File: config.mk
export PLATFORM = sky130hd
export DESIGN_NAME = ps2_adb_kbd_flat
export DESIGN_NICKNAME = d
export VERILOG_FILES = /design/src/rtl/ps2_adb_kbd_pkg.sv /design/src/rtl/ps2_adb_kbd_if.sv /design/src/rtl/ps2_adb_kbd_keymap.sv /design/src/rtl/ps2_adb_kbd.sv /design/src/flat_wrapper.sv
export SDC_FILE = /design/constraint.sdc
export NUM_CORES = 1
export LEC_CHECK = 0
export BUFFER_PORTS_ARGS = -buffer_cell sky130_fd_sc_hd__buf_4
export CAP_MARGIN = 10
export CORE_AREA = 2 2 92 94
export CTS_CLUSTER_DIAMETER = 60
export DETAILED_ROUTE_END_ITERATION = 7
export DIE_AREA = 0 0 94 96
export GPL_ROUTABILITY_DRIVEN = 0
export MAX_ROUTING_LAYER = met4
export PLACE_DENSITY = 0.79
export REMOVE_ABC_BUFFERS = 1
export SKIP_LAST_GASP = 1
export SLEW_MARGIN = 5
export SYNTH_ARGS = -nofsm -noshare
export SYNTH_HDL_FRONTEND = slang
export SYNTH_SLANG_ARGS = --single-unit
File: constraint.sdc
create_clock -name clk -period 3.6 [get_ports clk]
set_input_delay 0.36 -clock clk [delete_from_list [all_inputs] [get_ports clk]]
set_output_delay 0.36 -clock clk [all_outputs]
set_load 0.01 [all_outputs]
File: src/rtl/ps2_adb_kbd_pkg.sv
// Shared definitions for the PS/2 -> ADB keyboard stage.
//   kbd_state_t  : prefix decoder states
//   ADB_NOKEY    : keymap entry meaning "no ADB key"; events mapping here are dropped
//   ADB_CAPS     : ADB Caps Lock keycode
//   PS2_*        : set-2 prefix bytes
//   PS2_IGNORED  : keyboard response bytes that are not key events
package ps2_adb_kbd_pkg;

  typedef enum logic [2:0] {
    ST_IDLE,
    ST_EXT,
    ST_BRK,
    ST_EXTBRK,
    ST_PAUSE
  } kbd_state_t;

  localparam logic [6:0] ADB_NOKEY = 7'h7F;
  localparam logic [6:0] ADB_CAPS  = 7'h39;

  localparam logic [7:0] PS2_EXT   = 8'hE0;
  localparam logic [7:0] PS2_BRK   = 8'hF0;
  localparam logic [7:0] PS2_PAUSE = 8'hE1;

  // Pause is E1 followed by 7 more bytes; the counter starts at 6 and the byte seen at 0 ends it.
  localparam logic [2:0] PAUSE_SKIP = 3'd6;

  localparam logic [5:0][7:0] PS2_IGNORED = {8'hFA, 8'hAA, 8'hEE, 8'hFE, 8'h00, 8'hFF};

  function automatic logic isIgnored(input logic [7:0] b);
    for (int unsigned i = 0; i < 6; i++) begin
      if (b == PS2_IGNORED[i]) return 1'b1;
    end
    return 1'b0;
  endfunction

endpackage

File: src/rtl/ps2_adb_kbd_if.sv
// Byte-in / key-out handshake of the PS/2 -> ADB keyboard stage.
//   ps2_data/ps2_strobe : deserialised scancode byte and its valid strobe
//   key_strobe/key_data : paced ADB key event pulse and {released, keycode[6:0]}
// master = the side feeding scancodes and consuming key events; slave = ps2_adb_kbd.
interface ps2_adb_kbd_if;
  logic [7:0] ps2_data;
  logic       ps2_strobe;
  logic       key_strobe;
  logic [7:0] key_data;

  modport master (output ps2_data, output ps2_strobe, input key_strobe, input key_data);
  modport slave  (input ps2_data, input ps2_strobe, output key_strobe, output key_data);
endinterface

File: src/rtl/ps2_adb_kbd_keymap.sv
// PS/2 set-2 -> ADB keycode ROM, 512 x 7, registered output.
//   clk, clk_en : clock and enable (lookup registers only on clk_en)
//   addr[8]     : E0-extended flag, addr[7:0] scancode byte
//   code        : ADB keycode, ADB_NOKEY for unmapped entries (includes E0 12 / E0 59 fake shifts)
module ps2_adb_keymap
  import ps2_adb_kbd_pkg::*;
(
  input  logic       clk,
  input  logic       clk_en,
  input  logic [8:0] addr,
  output logic [6:0] code
);

  function automatic logic [6:0] lookup(input logic [8:0] a);
    case (a)
      9'h01C: return 7'h00; 9'h01B: return 7'h01; 9'h023: return 7'h02; 9'h02B: return 7'h03;
      9'h033: return 7'h04; 9'h034: return 7'h05; 9'h01A: return 7'h06; 9'h022: return 7'h07;
      9'h021: return 7'h08; 9'h02A: return 7'h09; 9'h032: return 7'h0B; 9'h015: return 7'h0C;
      9'h01D: return 7'h0D; 9'h024: return 7'h0E; 9'h02D: return 7'h0F; 9'h035: return 7'h10;
      9'h02C: return 7'h11; 9'h016: return 7'h12; 9'h01E: return 7'h13; 9'h026: return 7'h14;
      9'h025: return 7'h15; 9'h036: return 7'h16; 9'h02E: return 7'h17; 9'h055: return 7'h18;
      9'h046: return 7'h19; 9'h03D: return 7'h1A; 9'h04E: return 7'h1B; 9'h03E: return 7'h1C;
      9'h045: return 7'h1D; 9'h05B: return 7'h1E; 9'h044: return 7'h1F; 9'h03C: return 7'h20;
      9'h054: return 7'h21; 9'h043: return 7'h22; 9'h04D: return 7'h23; 9'h05A: return 7'h24;
      9'h04B: return 7'h25; 9'h03B: return 7'h26; 9'h052: return 7'h27; 9'h042: return 7'h28;
      9'h04C: return 7'h29; 9'h05D: return 7'h2A; 9'h041: return 7'h2B; 9'h04A: return 7'h2C;
      9'h031: return 7'h2D; 9'h03A: return 7'h2E; 9'h049: return 7'h2F; 9'h00D: return 7'h30;
      9'h029: return 7'h31; 9'h00E: return 7'h32; 9'h066: return 7'h33; 9'h076: return 7'h35;
      9'h014: return 7'h36; 9'h012: return 7'h38; 9'h058: return 7'h39; 9'h011: return 7'h3A;
      9'h059: return 7'h7B; 9'h077: return 7'h47; 9'h07C: return 7'h43; 9'h079: return 7'h45;
      9'h07B: return 7'h4E; 9'h071: return 7'h41; 9'h070: return 7'h52; 9'h069: return 7'h53;
      9'h072: return 7'h54; 9'h07A: return 7'h55; 9'h06B: return 7'h56; 9'h073: return 7'h57;
      9'h074: return 7'h58; 9'h06C: return 7'h59; 9'h075: return 7'h5B; 9'h07D: return 7'h5C;
      9'h005: return 7'h7A; 9'h006: return 7'h78; 9'h004: return 7'h63; 9'h00C: return 7'h76;
      9'h003: return 7'h60; 9'h00B: return 7'h61; 9'h083: return 7'h62; 9'h00A: return 7'h64;
      9'h001: return 7'h65; 9'h009: return 7'h6D; 9'h078: return 7'h67; 9'h007: return 7'h6F;
      // E0-extended keys
      9'h175: return 7'h3E; 9'h172: return 7'h3D; 9'h16B: return 7'h3B; 9'h174: return 7'h3C;
      9'h114: return 7'h7D; 9'h111: return 7'h7C; 9'h11F: return 7'h37; 9'h127: return 7'h37;
      9'h170: return 7'h72; 9'h16C: return 7'h73; 9'h17D: return 7'h74; 9'h171: return 7'h75;
      9'h169: return 7'h77; 9'h17A: return 7'h79; 9'h14A: return 7'h4B; 9'h15A: return 7'h4C;
      default: return ADB_NOKEY;
    endcase
  endfunction

  always_ff @(posedge clk) begin
    if (clk_en) code <= lookup(addr);
  end

endmodule

File: src/rtl/ps2_adb_kbd.sv
// PS/2 set-2 keyboard front end for the ADB block: prefix decoding (E0/F0/E1),
// keymap translation, Caps Lock handling, event queue and output pacing.
//   clk, reset  : system clock, synchronous active-high reset
//   clk_en      : all state advances only when high
//   bus         : ps2_adb_kbd_if.slave (ps2_data/ps2_strobe in, key_strobe/key_data out)
//   caps_locked : Caps Lock state
//   q_overflow  : sticky, an event was dropped on a full queue
// Parameters: QDEPTH (queue entries, power of 2, >=2), GAP_CYCLES (min clk_en cycles between pulses, >=1).
// Build option: ADB_KBD_CAPS_TOGGLE_EN makes Caps Lock an ADB locking key (make toggles, break dropped);
// without it Caps Lock passes through and caps_locked tracks the physical key.
module ps2_adb_kbd
  import ps2_adb_kbd_pkg::*;
#(
  parameter int unsigned QDEPTH     = 4,
  parameter int unsigned GAP_CYCLES = 16
) (
  input  logic        clk,
  input  logic        reset,
  input  logic        clk_en,
  ps2_adb_kbd_if.slave bus,
  output logic        caps_locked,
  output logic        q_overflow
);

  localparam int unsigned AW = $clog2(QDEPTH);
  localparam int unsigned GW = $clog2(GAP_CYCLES + 1);
  localparam logic [GW-1:0] GAP_LOAD = GW'(GAP_CYCLES - 1);

  // ---------------- prefix FSM ----------------
  kbd_state_t state, stateNext;
  logic [2:0] pauseCnt, pauseCntNext;
  logic       emit, emitExt, emitBrk;
  logic [7:0] psData;

  assign psData = bus.ps2_data;

  always_ff @(posedge clk) begin
    if (reset) begin
      state    <= ST_IDLE;
      pauseCnt <= '0;
    end else begin
      state    <= stateNext;
      pauseCnt <= pauseCntNext;
    end
  end

  always_comb begin
    stateNext    = state;
    pauseCntNext = pauseCnt;
    emit         = 1'b0;
    emitExt      = (state == ST_EXT) || (state == ST_EXTBRK);
    emitBrk      = (state == ST_BRK) || (state == ST_EXTBRK);
    if (clk_en && bus.ps2_strobe) begin
      case (state)
        ST_IDLE: begin
          if (psData == PS2_EXT)        stateNext = ST_EXT;
          else if (psData == PS2_BRK)   stateNext = ST_BRK;
          else if (psData == PS2_PAUSE) begin
            stateNext    = ST_PAUSE;
            pauseCntNext = PAUSE_SKIP;
          end else if (!isIgnored(psData)) emit = 1'b1;
        end
        ST_EXT: begin
          if (psData == PS2_BRK)      stateNext = ST_EXTBRK;
          else if (psData != PS2_EXT) begin
            emit      = 1'b1;
            stateNext = ST_IDLE;
          end
        end
        ST_BRK, ST_EXTBRK: begin
          emit      = 1'b1;
          stateNext = ST_IDLE;
        end
        ST_PAUSE: begin
          if (pauseCnt == '0) stateNext = ST_IDLE;
          else                pauseCntNext = pauseCnt - 3'd1;
        end
        default: stateNext = ST_IDLE;
      endcase
    end
  end

  // ---------------- translation ----------------
  // The ROM registers the lookup on the emit cycle; lkValid/lkBrk travel alongside it.
  logic [6:0] romCode;
  logic       lkValid, lkBrk;

  ps2_adb_keymap keymap (
    .clk    (clk),
    .clk_en (clk_en),
    .addr   ({emitExt, psData}),
    .code   (romCode)
  );

  always_ff @(posedge clk) begin
    if (reset) begin
      lkValid <= 1'b0;
      lkBrk   <= 1'b0;
    end else if (clk_en) begin
      lkValid <= emit;
      lkBrk   <= emitBrk;
    end
  end

  // ---------------- caps handling / enqueue request ----------------
  logic       enq, capsNext;
  logic [7:0] enqData;
  logic       isCaps;

  assign isCaps = (romCode == ADB_CAPS);

`ifdef ADB_KBD_CAPS_TOGGLE_EN
  logic capsHeld, heldNext;

  always_ff @(posedge clk) begin
    if (reset)       capsHeld <= 1'b0;
    else if (clk_en) capsHeld <= heldNext;
  end

  always_comb begin
    enq      = 1'b0;
    enqData  = {lkBrk, romCode};
    capsNext = caps_locked;
    heldNext = capsHeld;
    if (lkValid && romCode != ADB_NOKEY) begin
      if (!isCaps) begin
        enq = 1'b1;
      end else if (lkBrk) begin
        heldNext = 1'b0;
      end else if (!capsHeld) begin
        // Only the first make of a hold toggles; the emitted up/down bit is the old latch value.
        heldNext = 1'b1;
        capsNext = ~caps_locked;
        enq      = 1'b1;
        enqData  = {caps_locked, ADB_CAPS};
      end
    end
  end
`else
  always_comb begin
    enq      = 1'b0;
    enqData  = {lkBrk, romCode};
    capsNext = caps_locked;
    if (lkValid && romCode != ADB_NOKEY) begin
      enq = 1'b1;
      if (isCaps) capsNext = ~lkBrk;
    end
  end
`endif

  // ---------------- queue and pacer ----------------
  logic [7:0]    mem [QDEPTH];
  logic [AW:0]   wrPtr, rdPtr;
  logic [GW-1:0] gapCnt;
  logic          empty, full, doPop, doPush;
  logic          keyStrobe;
  logic [7:0]    keyData;

  assign empty  = (wrPtr == rdPtr);
  assign full   = (wrPtr[AW] != rdPtr[AW]) && (wrPtr[AW-1:0] == rdPtr[AW-1:0]);
  assign doPop  = clk_en && !empty && (gapCnt == '0);
  // A pop in the same cycle frees a slot, so a full queue still accepts the new event.
  assign doPush = clk_en && enq && (!full || doPop);

  always_ff @(posedge clk) begin
    if (!reset && doPush) mem[wrPtr[AW-1:0]] <= enqData;
  end

  always_ff @(posedge clk) begin
    if (reset) begin
      wrPtr       <= '0;
      rdPtr       <= '0;
      gapCnt      <= '0;
      keyStrobe   <= 1'b0;
      keyData     <= '1;
      caps_locked <= 1'b0;
      q_overflow  <= 1'b0;
    end else begin
      keyStrobe <= 1'b0;
      if (clk_en) begin
        caps_locked <= capsNext;
        if (doPop) begin
          keyStrobe <= 1'b1;
          keyData   <= mem[rdPtr[AW-1:0]];
          rdPtr     <= rdPtr + 1'b1;
          gapCnt    <= GAP_LOAD;
        end else if (gapCnt != '0) begin
          gapCnt <= gapCnt - 1'b1;
        end
        if (doPush)   wrPtr      <= wrPtr + 1'b1;
        else if (enq) q_overflow <= 1'b1;
      end
    end
  end

  assign bus.key_strobe = keyStrobe;
  assign bus.key_data   = keyData;

endmodule
File: src/flat_wrapper.sv
// flat-port wrapper written by rule: the top's interface ports become plain ports
module ps2_adb_kbd_flat import ps2_adb_kbd_pkg::*;
#(
  parameter int unsigned QDEPTH     = 4,
  parameter int unsigned GAP_CYCLES = 16
)
  (clk, reset, clk_en, caps_locked, q_overflow, bus_ps2_data, bus_ps2_strobe, bus_key_strobe, bus_key_data);
  ps2_adb_kbd_if bus_i ();
  input  logic clk;
  input  logic reset;
  input  logic clk_en;
  output logic caps_locked;
  output logic q_overflow;
  input wire logic [$bits(bus_i.ps2_data)-1:0] bus_ps2_data;
  input wire logic [$bits(bus_i.ps2_strobe)-1:0] bus_ps2_strobe;
  output wire logic [$bits(bus_i.key_strobe)-1:0] bus_key_strobe;
  output wire logic [$bits(bus_i.key_data)-1:0] bus_key_data;
  assign bus_i.ps2_data = bus_ps2_data;
  assign bus_i.ps2_strobe = bus_ps2_strobe;
  assign bus_key_strobe = bus_i.key_strobe;
  assign bus_key_data = bus_i.key_data;
  ps2_adb_kbd #(.QDEPTH(QDEPTH), .GAP_CYCLES(GAP_CYCLES)) u_core (.clk(clk), .reset(reset), .clk_en(clk_en), .bus(bus_i), .caps_locked(caps_locked), .q_overflow(q_overflow));
endmodule
* Yosys cells after proc, flatten, opt, wreduce, memory -nomap -nowiden
Memory sizes are Yosys's and may differ from the RTL's. A register that Yosys moved wholly into a read port is not among the register bits.
Index checks and enable logic that the tools add are counted.
W data, S select, Z words.
** Word-level totals
- Register bits :: 29
- Memory bits (writable) :: 32
- Bits of input ports :: 12
- Output and inout bits :: 11
- Logic and storage cells :: 284
- Memories kept :: 1
** Cells by class
- Add/sub/neg operators :: 4
- Equality and inequality tests :: 125
- Multiplexer cells :: 109
- Bitwise gates (word level) :: 3
- Reductions and logical operators :: 31
** Memories
- u_core.mem :: words 4, bits a word 8, rd ports 1, clocked after Yosys merged registers in 1, wr ports 1, RTL line ps2_adb_kbd.sv:152 : logic [7:0] mem [QDEPTH];
** Operators with widths (count)
- $pmux W7 S99 :: 1
- $eq A9 B7 Y1 const B :: 38
- $eq A9 B6 Y1 const B :: 23
- $eq A9 B9 Y1 const B :: 16
- $mux W1 :: 93
- $eq A9 B5 Y1 const B :: 10
- $eq A8 B8 Y1 const B :: 8
- $eq A9 B4 Y1 const B :: 6
- $eq A9 B3 Y1 const B :: 4
- $mux W3 :: 10
- $mux W5 :: 2
- $eq A9 B1 Y1 const B :: 1
- $eq A9 B2 Y1 const B :: 1
- $eq A9 B8 Y1 const B :: 1
- $pmux W3 S3 :: 1
- $logic_and A1 B1 Y1 :: 8
- $logic_not A8 Y1 :: 1
- $ne A8 B8 Y1 const B :: 1
- $eq A7 B6 Y1 const B :: 1
- $ne A7 B7 Y1 const B :: 1
- $add A3 B1 Y3 const B :: 2
- $eq A3 B2 Y1 const B :: 2
- $logic_not A3 Y1 :: 2
- $ne A2 B2 Y1 const B :: 3
- other kinds (23) :: 36

* Longest topological paths before layout
- Depth after elaboration :: 59
- Gate-level depth with buffers :: 12

* Cells and area by module
Synthesis repeated with hierarchy kept, for this count alone.
** Unflattened totals
- Cell total of the unflattened synthesis :: 586
- Area total of the unflattened synthesis :: 5292.6 µm²
** By module, submodules not included
- ps2_adb_kbd :: instances 1, cells an instance 238, area each 2955.3 µm², sequential area each 1561.5 µm²
- ps2_adb_keymap :: instances 1, cells an instance 348, area each 2337.2 µm², sequential area each 210.2 µm²

* Worst setup path after synthesis
Ideal clock, no wire load.
- Path type :: input-to-reg
- Start point :: input bus_ps2_data[6]
- End point :: register u_core.keymap.code[1], data pin
- Arrival time :: 2.528 ns
- Slack :: 0.934 ns
- Stages :: 9
- Cells stage by stage :: buf_2 -> buf_4 -> nand4b_1 -> o31ai_1 -> or4_1 -> or4_1 -> or4_1 -> buf_2 -> nand4_1
** On the way
- Longest elaborated chain between the ends :: 3
- Elaborated cells on any way between the ends :: 102
- Classes of those cells :: eq/ne (100); mux (1); reduce/logical (1)
** RTL lines
- from (decl) :: RTL line flat_wrapper.sv:14 : input wire logic [$bits(bus_i.ps2_data)-1:0] bus_ps2_data;
- $eq A9 B9 Y1 :: RTL line ps2_adb_kbd_keymap.sv:15 : case (a)
- $reduce_or A2 Y1 (no source line)
- $pmux W7 S99 (*) :: RTL line ps2_adb_kbd_keymap.sv:15
- to (signal assigned) :: RTL line ps2_adb_kbd_keymap.sv:47 : if (clk_en) code <= lookup(addr);
- to (decl) :: RTL line ps2_adb_kbd_keymap.sv:11 : output logic [6:0] code
Every way passes the cells marked *; elsewhere a longest branch is shown, timed or not.
A chain may end at the register's enable or synchronous reset.

* Worst setup path after layout
- Start point :: register u_core.state[0]
- End point :: register u_core.keymap.code[1], data pin
** On the way
- Longest elaborated chain between the ends :: 5
- Elaborated cells on any way between the ends :: 105
- Classes of those cells :: eq/ne (102); mux (1); reduce/logical (2)
** RTL lines
- from (decl) :: RTL line ps2_adb_kbd.sv:30 : kbd_state_t state, stateNext;
- from (signal assigned) :: RTL line ps2_adb_kbd.sv:42 : state <= stateNext;
- $eq A3 B1 Y1 / $eq A3 B2 Y1 (equally long branches) :: RTL line ps2_adb_kbd.sv:51 : emitExt = (state == ST_EXT) || (state == ST_EXTBRK);
- $logic_or A1 B1 Y1 (*) :: RTL line ps2_adb_kbd.sv:51
- $eq A9 B9 Y1 :: RTL line ps2_adb_kbd_keymap.sv:15
- $reduce_or A2 Y1 (no source line)
- $pmux W7 S99 (*) :: RTL line ps2_adb_kbd_keymap.sv:15
Marks and branches as above.

==> impl_metrics.yaml <==
outcome:
  outcome: "finished, violations left"
  violations: "design-rule violations"
cells_and_area:
  final_common_cell: "nor2_1"
  utilization: 0.6549
  final_cell_mix: "nor2_1, nand2_1, edfxtp_1"
  drive_gt1_frac: 0.1357
  antenna_cells: 0
  area_growth_pct: 7.996
  nets: 575
  final_cells: 665
synthesis:
  synth_seq_cells: 69
  yosysWarnings: 0
  synth_edf_count: 39
  synth_cell_types: 72
  synthFlopType: "edfxtp_1"
  ys_async_sr_fraction: 0
  synth.area.top_cells: "edfxtp_1, dfxtp_1, nor2_1"
  syn_area_mm2: 0.004882
  synth_top_cell_by_area: "edfxtp_1"
  yosysTopAreaCellShare: 0.2399
  ys_seq_area_frac: 0.3629
  netlist_instances: 557
  syn-mean-instance-area_um2: 8.765
floorplanning:
  die_x_um: 94
  pin_count: 23
  start_util: 0.6064
  die_y_um: 96
  dieArea_mm2: 0.009024
  row_count: 33
  coreArea_mm2: 0.008051
timing:
  hold_viol: 0
  skew_ns: 0.01017
  finalCritPeriodShare: 0.9009
  fin_crit_ns: 3.243
  finalHoldWorstSlack_ns: 0.3332
  max_freq_ghz: 0.3083
  setup_viol: 0
  rsz0062_at_grt: "false"
  tns_ns: 0
  worstMarginPinSlew_ns: 1.139
  maxSlewViolCount: 0
  slew_headroom: 0.2301
pwr:
  p_int_uw: 1393
  power_switching_share: 0.2874
  p_leak_uw: 0.001777
  pwr-share-clk: 0.342
  peakVddDrop_uv: 186.3
  p_per_area_mw_per_mm2: 370.9
  power_frac_seq: 0.471
  pwr-share-comb: 0.187
  p_switching_uw: 562.1
cts:
  ctsResizeCount: 0
  numCtsBuffers: 9
  cts_buffer_depth: 2
  clk_pin_slew_ns: 0.08
  cts.sinks: 69
  clk_latency_ns: 0.34
  cts_tree: "built"
  ctsRootBufferMaster: "clkbuf_8"
  cts_hold_buf: 0
  cts_setup_buffers: 0
  h-tree-depth: 3
route:
  first_iter_violations: 717
  vias: 4697
  post_drt_via_cell_ratio: 7.063
  first_pass_iters: 8
  detail_route.drc_violations: 30
  wl_per_cell_um: 19.71
  drtAntennaViolNets: 0
  wl_um: 13100
setup_path:
  slowest_stage: "nor2b_1"
  cp-end-kind: "register"
  setup.worst_path.class: "register to register"
  arrival_ns: 3.44
  path_cells: "nor2b_1 -> buf_4 -> nor3_1 -> o211ai_1 -> nor4b_1 -> nand3_1 -> or4_1 -> nand4_1"
  crit_fanout: 12
  start_kind: "register"
  r2r_cells: 8
  required_ns: 3.80
  critical_path.max_stage_delay_ns: 0.70
global_route:
  grt_pass1_wl_um: 21170
  antenna_found_initial: 0
  grt_pass1_vias: 4174
  overflow: 0
  grt_use_total: 0.3082
  grt_max_degree: 43
run:
  cap_violations: 0
hold_path:
  holdPathStages: 3
  hp-class: "primary input to register"
place:
  hpwlAfterDp_um: 8967
  io_buffers: 22
  dp_cells: 649
[logic make-up after synthesis]
logic type	Yosys count	synth area share
and+or+nand+nor	260	0.3029
AOI/OAI and AO/OA	128	0.1779
DFF	69	0.3629
buffers and inverters	63	0.05894
xor gates and xnor gates	14	0.02512
muxes	14	0.04972
adders and majority gates	9	0.02255
[power groups by stage]
stage / Sequential [uW] / Clock, uW / Combinational (uW)
after floorplan: 936 / 0 / 218
after global placement: 936 / 0 / 346
after detailed placement: 939 / 0 / 355
after CTS: 922 / 683 / 357
after global routing: 927 / 714 / 400
final: 921 / 668 / 366
[worst paths after layout]
kind | end | slack, ns | startpoint
max reg2reg | u_core.keymap.code[1]$_DFFE_PP_ | 0.36 | u_core.state[0]$_SDFFE_PP0P_
max | u_core.keymap.code[1]$_DFFE_PP_ | 0.36 | u_core.state[0]$_SDFFE_PP0P_
min reg2reg | u_core.gapCnt[4]$_SDFFE_PP0P_ | 0.46 | u_core.gapCnt[4]$_SDFFE_PP0P_
min | u_core.lkValid$_SDFFE_PP0P_ | 0.33 | bus_ps2_strobe
[state kept, by name (all words and copies together), names as in the netlist]
name / cells
u_core.mem: 32
u_core.q_overflow: 1
u_core.state: 3
u_core.pauseCnt: 3
u_core.bus.key_data: 8
u_core.rdPtr: 3
u_core.bus.key_strobe: 1
u_core.lkValid: 1
u_core.gapCnt: 5
u_core.caps_locked: 1
u_core.keymap.code: 7
u_core.wrPtr: 3
u_core.lkBrk: 1
[cell type report]
class                      count  area (um2)
multi-input combinational    425        2823
sequential                    69        1772
clock inverter                 6       67.56
clock buffer                  10       148.9
fill                         664        2779
tap                          105       131.4
inverter                      12       45.04
timing repair buffer          38       285.3
[Yosys cell counts (5+ instances only)]
cell / n
nor3_1: 14
inv_1: 12
nor2_1: 50
nand4_1: 15
clkbuf_1: 20
xor2_1: 9
nor2b_1: 16
buf_2: 20
o21ai_0: 22
edfxtp_1: 39
xnor2_1: 5
nand3_1: 36
buf_1: 6
a211o_1: 8
nor4bb_1: 5
o32ai_1: 5
o22ai_1: 8
nand2_1: 42
nor3b_1: 5
nor4b_1: 12
a21oi_1: 29
or4_1: 7
mux4_2: 8
ha_1: 8
a31oi_1: 5
and2_1: 5
nor4_1: 7
a22oi_1: 7
dfxtp_1: 30
nand2b_1: 11
or3_1: 7
[through the flow]
step	total power, uW	cell area, um2	worst slack [ns]
after detailed placement	1294	5056	0.4563
after CTS	1961	5273	0.4209
final	1955	5273	0.3566
after floorplan	1155	4639	0.5404
after global placement	1282	5056	0.5212
after global routing	2041	5273	0.1508
[worst max-delay path, delay by kind of cell, from the launching register on]
kind	cells	cell delay [ns]
AOI/OAI and AO/OA	1	0.25
and+or+nand+nor	6	2.05
buffers and inverters	1	0.33
DFF	1	0.47
[routing by layer]
layer,vias up,share of wire,GRT usage
li1,2114,-,-
met1,2111,0.39,0.3965
met2,354,0.43,0.4488
met3,118,0.12,0.09162
met4,0,0.061,0.1437
met5,-,0,-
Note: power is estimated with default switching activity, not from simulation.
